### src/rtl/pixel_scheduler_pkg.sv
// Shared types for the pixel scheduler: fixed-point scalar, 3-vector,
// per-pixel ray result and the frame sequencing state.
package pixel_scheduler_pkg;

  localparam int FP_W = 32;

  // Q16.16 two's-complement scalar
  typedef logic signed [FP_W-1:0] fp_t;

  typedef struct packed {
    fp_t x;
    fp_t y;
    fp_t z;
  } vec3_t;

  typedef struct packed {
    logic  hit;
    vec3_t point;
  } pix_res_t;

  typedef enum logic [1:0] {
    S_IDLE  = 2'd0,
    S_ISSUE = 2'd1,
    S_DRAIN = 2'd2
  } sched_state_t;

endpackage

### src/rtl/pixel_scheduler_result_fifo.sv
// Synchronous result FIFO; entries live in flops, so a word written at
// cycle r is visible on out_data at r+1. Push and pop in one cycle keep count.
module result_fifo
  import pixel_scheduler_pkg::*;
#(
  parameter int  DEPTH = 16,
  parameter type T     = pix_res_t
) (
  input  logic                       clk,
  input  logic                       rst,
  input  logic                       in_valid,
  input  T                           in_data,
  output logic                       out_valid,
  input  logic                       out_ready,
  output T                           out_data,
  output logic [$clog2(DEPTH+1)-1:0] count
);

  localparam int AW = $clog2(DEPTH);
  localparam int CW = $clog2(DEPTH+1);

  T              mem [DEPTH];
  logic [AW-1:0] wr_ptr, rd_ptr;
  logic          full, do_push, do_pop;

  assign full      = (count == CW'(DEPTH));
  assign out_valid = (count != '0);
  assign do_pop    = out_valid & out_ready;
  // a full FIFO still accepts a write when the head leaves the same cycle
  assign do_push   = in_valid & (~full | do_pop);
  assign out_data  = mem[rd_ptr];

  always_ff @(posedge clk) begin
    if (rst) begin
      wr_ptr <= '0;
      rd_ptr <= '0;
      count  <= '0;
    end else begin
      if (do_push) wr_ptr <= wr_ptr + 1'b1;
      if (do_pop)  rd_ptr <= rd_ptr + 1'b1;
      case ({do_push, do_pop})
        2'b10:   count <= count + 1'b1;
        2'b01:   count <= count - 1'b1;
        default: ;
      endcase
    end
  end

  always_ff @(posedge clk) begin
    if (do_push) mem[wr_ptr] <= in_data;
  end

endmodule

### src/rtl/pixel_scheduler.sv
// Frame sequencer for the ray unit: raster-order issue with credit limiting,
// in-order result buffering and framed output. PIXEL_SCHED_STATS_EN adds counters.
module pixel_scheduler
  import pixel_scheduler_pkg::*;
#(
  parameter int H_RES        = 640,
  parameter int V_RES        = 480,
  parameter int MAX_INFLIGHT = 16
) (
  input  logic        clk,
  input  logic        rst,
  input  logic        start,
  input  fp_t         x_start,
  input  fp_t         y_start,
  input  fp_t         x_step,
  input  fp_t         y_step,
  input  vec3_t       cam_forward,
  input  vec3_t       cam_right,
  input  vec3_t       cam_origin,
  input  logic        sdf_sel_in,
  output logic        busy,
  output logic        frame_done,
  output fp_t         ray_screen_x,
  output fp_t         ray_screen_y,
  output logic        ray_valid,
  output vec3_t       ray_forward,
  output vec3_t       ray_right,
  output vec3_t       ray_origin,
  output logic        ray_sdf_sel,
  input  logic        res_valid,
  input  logic        res_hit,
  input  vec3_t       res_point,
  output logic        pix_valid,
  input  logic        pix_ready,
  output logic        pix_hit,
  output vec3_t       pix_point,
  output logic        pix_sof,
  output logic        pix_eol,
  output logic        overflow
`ifdef PIXEL_SCHED_STATS_EN
  ,
  output logic [31:0] stat_hits,
  output logic [31:0] stat_cycles
`endif
);

  localparam int XW = (H_RES > 1) ? $clog2(H_RES) : 1;
  localparam int YW = (V_RES > 1) ? $clog2(V_RES) : 1;
  localparam int CW = $clog2(MAX_INFLIGHT+1);
  localparam logic [XW-1:0] X_LAST = XW'(H_RES-1);
  localparam logic [YW-1:0] Y_LAST = YW'(V_RES-1);

  sched_state_t  state, nxt_state;
  logic [CW-1:0] credits, fifo_count;
  logic [XW-1:0] ix, ox;
  logic [YW-1:0] iy, oy;
  fp_t           x_org, x_inc, y_inc;
  logic          start_ok, hs, last_out, fifo_full;
  pix_res_t      res_word, fifo_out;

  assign busy     = (state != S_IDLE);
  assign start_ok = (state == S_IDLE) & start;
  assign hs       = pix_valid & pix_ready;
  assign last_out = hs & (ox == X_LAST) & (oy == Y_LAST);

  always_ff @(posedge clk) begin
    if (rst) state <= S_IDLE;
    else     state <= nxt_state;
  end

  always_comb begin
    nxt_state = state;
    ray_valid = 1'b0;
    unique case (state)
      S_IDLE:  if (start) nxt_state = S_ISSUE;
      S_ISSUE: begin
        ray_valid = (credits < CW'(MAX_INFLIGHT));
        if (ray_valid && ix == X_LAST && iy == Y_LAST) nxt_state = S_DRAIN;
      end
      S_DRAIN: if (last_out) nxt_state = S_IDLE;
      default: nxt_state = S_IDLE;
    endcase
  end

  // Screen coordinates are accumulated; the line start is reloaded from x_org.
  always_ff @(posedge clk) begin
    if (rst) begin
      ray_screen_x <= '0;
      ray_screen_y <= '0;
      x_org        <= '0;
      x_inc        <= '0;
      y_inc        <= '0;
      ray_forward  <= '0;
      ray_right    <= '0;
      ray_origin   <= '0;
      ray_sdf_sel  <= 1'b0;
      ix           <= '0;
      iy           <= '0;
    end else if (start_ok) begin
      ray_screen_x <= x_start;
      ray_screen_y <= y_start;
      x_org        <= x_start;
      x_inc        <= x_step;
      y_inc        <= y_step;
      ray_forward  <= cam_forward;
      ray_right    <= cam_right;
      ray_origin   <= cam_origin;
      ray_sdf_sel  <= sdf_sel_in;
      ix           <= '0;
      iy           <= '0;
    end else if (ray_valid) begin
      if (ix == X_LAST) begin
        ix           <= '0;
        iy           <= (iy == Y_LAST) ? '0 : iy + 1'b1;
        ray_screen_x <= x_org;
        ray_screen_y <= ray_screen_y + y_inc;
      end else begin
        ix           <= ix + 1'b1;
        ray_screen_x <= ray_screen_x + x_inc;
      end
    end
  end

  // Credits count rays in the ray unit plus FIFO entries, bounding FIFO fill.
  always_ff @(posedge clk) begin
    if (rst) begin
      credits    <= '0;
      ox         <= '0;
      oy         <= '0;
      frame_done <= 1'b0;
      overflow   <= 1'b0;
    end else begin
      case ({ray_valid, hs})
        2'b10:   credits <= credits + 1'b1;
        2'b01:   credits <= credits - 1'b1;
        default: ;
      endcase
      if (hs) begin
        if (ox == X_LAST) begin
          ox <= '0;
          oy <= (oy == Y_LAST) ? '0 : oy + 1'b1;
        end else begin
          ox <= ox + 1'b1;
        end
      end
      frame_done <= (state == S_DRAIN) & last_out;
      if (res_valid && fifo_full) overflow <= 1'b1;
    end
  end

  assign res_word  = '{hit: res_hit, point: res_point};
  assign fifo_full = (fifo_count == CW'(MAX_INFLIGHT));

  result_fifo #(
    .DEPTH (MAX_INFLIGHT),
    .T     (pix_res_t)
  ) u_fifo (
    .clk       (clk),
    .rst       (rst),
    .in_valid  (res_valid),
    .in_data   (res_word),
    .out_valid (pix_valid),
    .out_ready (pix_ready),
    .out_data  (fifo_out),
    .count     (fifo_count)
  );

  assign pix_hit   = pix_valid & fifo_out.hit;
  assign pix_point = fifo_out.point;
  assign pix_sof   = pix_valid & (ox == '0) & (oy == '0);
  assign pix_eol   = pix_valid & (ox == X_LAST);

`ifdef PIXEL_SCHED_STATS_EN
  always_ff @(posedge clk) begin
    if (rst) begin
      stat_hits   <= '0;
      stat_cycles <= '0;
    end else if (start_ok) begin
      stat_hits   <= '0;
      stat_cycles <= '0;
    end else begin
      if (busy)          stat_cycles <= stat_cycles + 1'b1;
      if (hs && pix_hit) stat_hits   <= stat_hits + 1'b1;
    end
  end
`endif

endmodule

### config.mk
export PLATFORM = sky130hd
export DESIGN_NAME = pixel_scheduler
export DESIGN_NICKNAME = d
export VERILOG_FILES = /design/src/rtl/pixel_scheduler_pkg.sv /design/src/rtl/pixel_scheduler_result_fifo.sv /design/src/rtl/pixel_scheduler.sv
export SDC_FILE = /design/constraint.sdc
export NUM_CORES = 2
export LEC_CHECK = 0
export ABC_CLOCK_PERIOD_IN_PS = 11600
export BUFFER_PORTS_ARGS = -buffer_cell sky130_fd_sc_hd__buf_2
export CAP_MARGIN = 25
export CORE_AREA = 5 5 454 456
export DETAILED_ROUTE_END_ITERATION = 8
export DIE_AREA = 0 0 459 461
export PLACE_DENSITY = 0.61
export SLEW_MARGIN = 20
export SYNTH_ARGS = -nofsm -noshare
export SYNTH_HDL_FRONTEND = slang
export SYNTH_SLANG_ARGS = --single-unit
### constraint.sdc
create_clock -name clk -period 11.6 [get_ports clk]
set_input_delay 0 -clock clk [delete_from_list [all_inputs] [get_ports clk]]
set_output_delay 0 -clock clk [all_outputs]
set_load 0.005 [all_outputs]
==> load_flow_metrics.sql <==
INSERT INTO impl_metrics (metric_group, metric, value, unit) VALUES
('run_status', 'outcome', 'finished clean', ''),
('hold_path', 'holdCritPathClass', 'in -> reg', ''),
('routing', 'avgRoutedWirePerCell', '29.3', 'um'),
('sta', 'achievable-frequency', '216', 'MHz'),
('layout', 'fillCellCount', '16700', ''),
('pwr', 'p_sw_frac', '0.256', ''),
('placed_design', 'gp_congestion', '1.01', ''),
('critical_path', 'worstPathBufferInverterCount', '5', ''),
('floorplanning', 'initial_core_util', '0.398', ''),
('synth', 'avgSynthCellArea', '16.0', 'sq um'),
('placed_design', 'dpl_cell_area', '0.0879', 'sq mm'),
('sta', 'post-route-period-util', '0.399', ''),
('synth', 'syn_inst', '4998', ''),
('synth', 'asyncSetResetFlopFracSynth', '0', ''),
('sta', 'period_needed', '4630', 'ps'),
('pwr', 'net-switching-power', '4.63', 'mW'),
('cts', 'post_cts.resized_instances', '0', ''),
('global_routing', 'first_global_vias', '53900', ''),
('pwr', 'p_leak', '37.2', 'nW'),
('routing', 'via_per_inst', '5.42', ''),
('routing', 'drc', '0', ''),
('floorplanning', 'die_height', '461', 'um'),
('synth', 'yosys_warnings', '0', ''),
('routing', 'drt-pass1-iter-count', '5', ''),
('floorplanning', 'floorplan.io_pins', '976', ''),
('layout', 'final_layout_size_suffix_gt1_frac', '0.266', ''),
('routing', 'drt_iter0_drc', '5042', ''),
('cts', 'worst_skew_pair.late_latency', '880', 'ps'),
('critical_path', 'cp_data_arrival_time', '4630', 'ps'),
('sta', 'finalMaxSlewViolations', '0', ''),
('job', 'cap_violations', '0', ''),
('layout', 'post_layout_nonfiller_instances', '9873', ''),
('critical_path', 'crit_fanout', '100', ''),
('sta', 'worst_slew_pin_slew', '1170', 'ps'),
('pwr', 'powerDensity', '172', 'mW/mm^2'),
('layout', 'commonest_cells_after_routing_fill_and_taps_aside', 'edfxtp_1 (1552), buf_2 (974), dlygate4sd3_1 (960)', ''),
('layout', 'layout.cells.most_common', 'edfxtp_1', ''),
('layout', 'finalNetCount', '7522', ''),
('cts', 'cts_sinks', '2065', ''),
('global_routing', 'antenna_found_initial', '129', ''),
('synth', 'synthesized_net_count', '5602', ''),
('placed_design', 'place_inst', '8412', ''),
('critical_path', 'cp-end-kind', 'primary output', ''),
('sta', 'worst_slew_margin_rel', '0.223', ''),
('floorplanning', 'die-width', '459', 'um'),
('cts', 'clock_tree_from_tritoncts', 'built', ''),
('pwr', 'vdd_drop_max', '0.168', 'mV'),
('synth', 'ys_types', '75', ''),
('cts', 'clk_path_buf_depth', '3', ''),
('cts', 'cts_hold_buf', '960', ''),
('sta', 'tns', '0', 'ps'),
('critical_path', 'critical-path-max-stage-delay', '640', 'ps'),
('cts', 'numCtsBuffers', '212', ''),
('pwr', 'clock_power_share', '0.378', ''),
('placed_design', 'place.detailed.hpwl', '187000', 'um'),
('routing', 'wirelength_routed', '290000', 'um'),
('global_routing', 'remaining_overflow_grt', '0', ''),
('synth', 'postSynth.topFlopCell', 'edfxtp_1', ''),
('synth', 'yosysSeqAreaShare', '0.710', ''),
('floorplanning', 'die_area', '0.212', 'sq mm'),
('critical_path', 'critPathKind', 'reg -> out', ''),
('critical_path', 'cp_top_family', 'buffers and inverters', ''),
('routing', 'routed-via-count', '53500', ''),
('global_routing', 'grt_max_degree', '205', ''),
('synth', 'synth_enable_flop_cells', '1552', ''),
('synth', 'ys_ff_latch', '2065', ''),
('critical_path', 'timing.critical_path.cells', 'buf_12 > buf_12 > buf_4 > buf_12 > mux4_2 > mux4_2 > buf_2', ''),
('cts', 'post-cts-setup-buffer-count', '0', ''),
('pwr', 'power.combinational.fraction', '0.162', ''),
('cts', 'cts_root_buffer', 'clkbuf_16', ''),
('floorplanning', 'core', '0.201', 'sq mm');
## worst reg2reg max path: stages (launching register included)
cell,delay [ps]
dfxtp_1,390
nor4_1,110
nand2_1,100
o21a_1,340
nand2_1,320
nor3_2,750
buf_4,800
buf_4,880
## flip-flops by register name (all words and copies together) (netlist names), named ones only
name / flops
state: 2
overflow: 1
x_org: 32
iy: 9
x_inc: 32
ox: 10
y_inc: 32
ray_sdf_sel: 1
frame_done: 1
ray_origin: 96
ray_screen_x: 32
ray_screen_y: 32
oy: 9
ray_right: 96
u_fifo.mem: 1552
credits: 5
ray_forward: 96
u_fifo.rd_ptr: 4
ix: 10
u_fifo.wr_ptr: 4
u_fifo.count: 5
## layout make-up
| type | count | area (sq um) | share of cell area |
|---|---|---|---|
| inverter | 34 | 128 | 0.00122 |
| antenna | 99 | 248 | 0.00236 |
| clock inverter | 125 | 1290 | 0.0123 |
| clock buffer | 273 | 5700 | 0.0543 |
| multi-input combinational | 2607 | 22100 | 0.211 |
| tap | 2672 | 3340 | 0.0319 |
| sequential | 2065 | 56900 | 0.543 |
| timing repair buffer | 1998 | 15200 | 0.145 |
## metrics by stage
step / worst slack, ps / util / power [mW] / hold slack [ps]
2_1_floorplan: 3320 / - / 10.0 / 98.9
3_3_place_gp: 7190 / 0.437 / 11.1 / 245
3_5_place_dp: 7170 / 0.437 / 11.1 / 247
4_1_cts: 6260 / 0.519 / 18.2 / 0.0723
5_1_grt: 6500 / 0.520 / 18.8 / 14.1
6_report: 6970 / 0.521 / 18.1 / 65.5
## path summary, 6_finish.rpt
| kind | startpoint | to | slack [ps] | depth (start not counted) |
|---|---|---|---|---|
| worst min-delay path | y_start[27] | ray_screen_y[27] | 70 | 4 |
| worst max register to register | u_fifo.count[1] | u_fifo.mem[3][48] | 7460 | 7 |
| worst max-delay path | flop | pix_point[48] | 6970 | 7 |
| worst min register to register | ray_origin[27] | ray_origin[27] | 450 | 2 |
## power groups by stage
stage	Clock (mW)	Combinational, mW	Sequential [mW]
6_report	6.83	2.93	8.32
5_1_grt	7.27	3.14	8.34
4_1_cts	6.96	2.94	8.33
3_5_place_dp	0	2.64	8.49
3_3_place_gp	0	2.63	8.48
2_1_floorplan	0	1.60	8.44
## metal layers
layer,track usage,vias up,share of wire
li1,-,23200,-
met2,0.435,2182,0.47
met3,0.0742,882,0.076
met4,0.198,34,0.093
met5,0,-,0.00078
met1,0.302,27200,0.36
## cells by family after synthesis
kind of cell    synth area share
compound gates            0.0532
xor+xnor                  0.0104
fa+ha+maj                 0.0137
buf+inv                   0.0153
flops                      0.710
mux                        0.137
simple gates              0.0602
## cells in the mapped netlist (6+ instances only)
library cell | instances | area (sq um)
a21o_1 | 45 | 338
a311oi_1 | 9 | 78.8
nand2_1 | 877 | 3290
nor2b_1 | 8 | 50.1
a21oi_1 | 492 | 2460
a22oi_1 | 8 | 60.1
o21a_1 | 7 | 52.6
xnor2_1 | 44 | 385
a211oi_1 | 21 | 158
a31oi_1 | 22 | 138
nand2b_1 | 8 | 50.1
o21ai_0 | 61 | 305
o21bai_1 | 7 | 52.6
mux4_2 | 485 | 10900
nand4_1 | 20 | 125
nand3_1 | 21 | 105
nor3_1 | 22 | 110
inv_1 | 32 | 120
o211ai_1 | 8 | 60.1
and3_1 | 14 | 87.6
xor2_1 | 51 | 447
a2111oi_0 | 7 | 61.3
clkbuf_1 | 242 | 908
o22ai_1 | 6 | 37.5
dfxtp_1 | 513 | 10300
buf_1 | 46 | 173
nor2_1 | 186 | 698
nor4_1 | 13 | 81.3
edfxtp_1 | 1552 | 46600
or3_1 | 8 | 50.1
ha_1 | 81 | 1010
No activity file was read; power rests on OpenSTA's default activity.
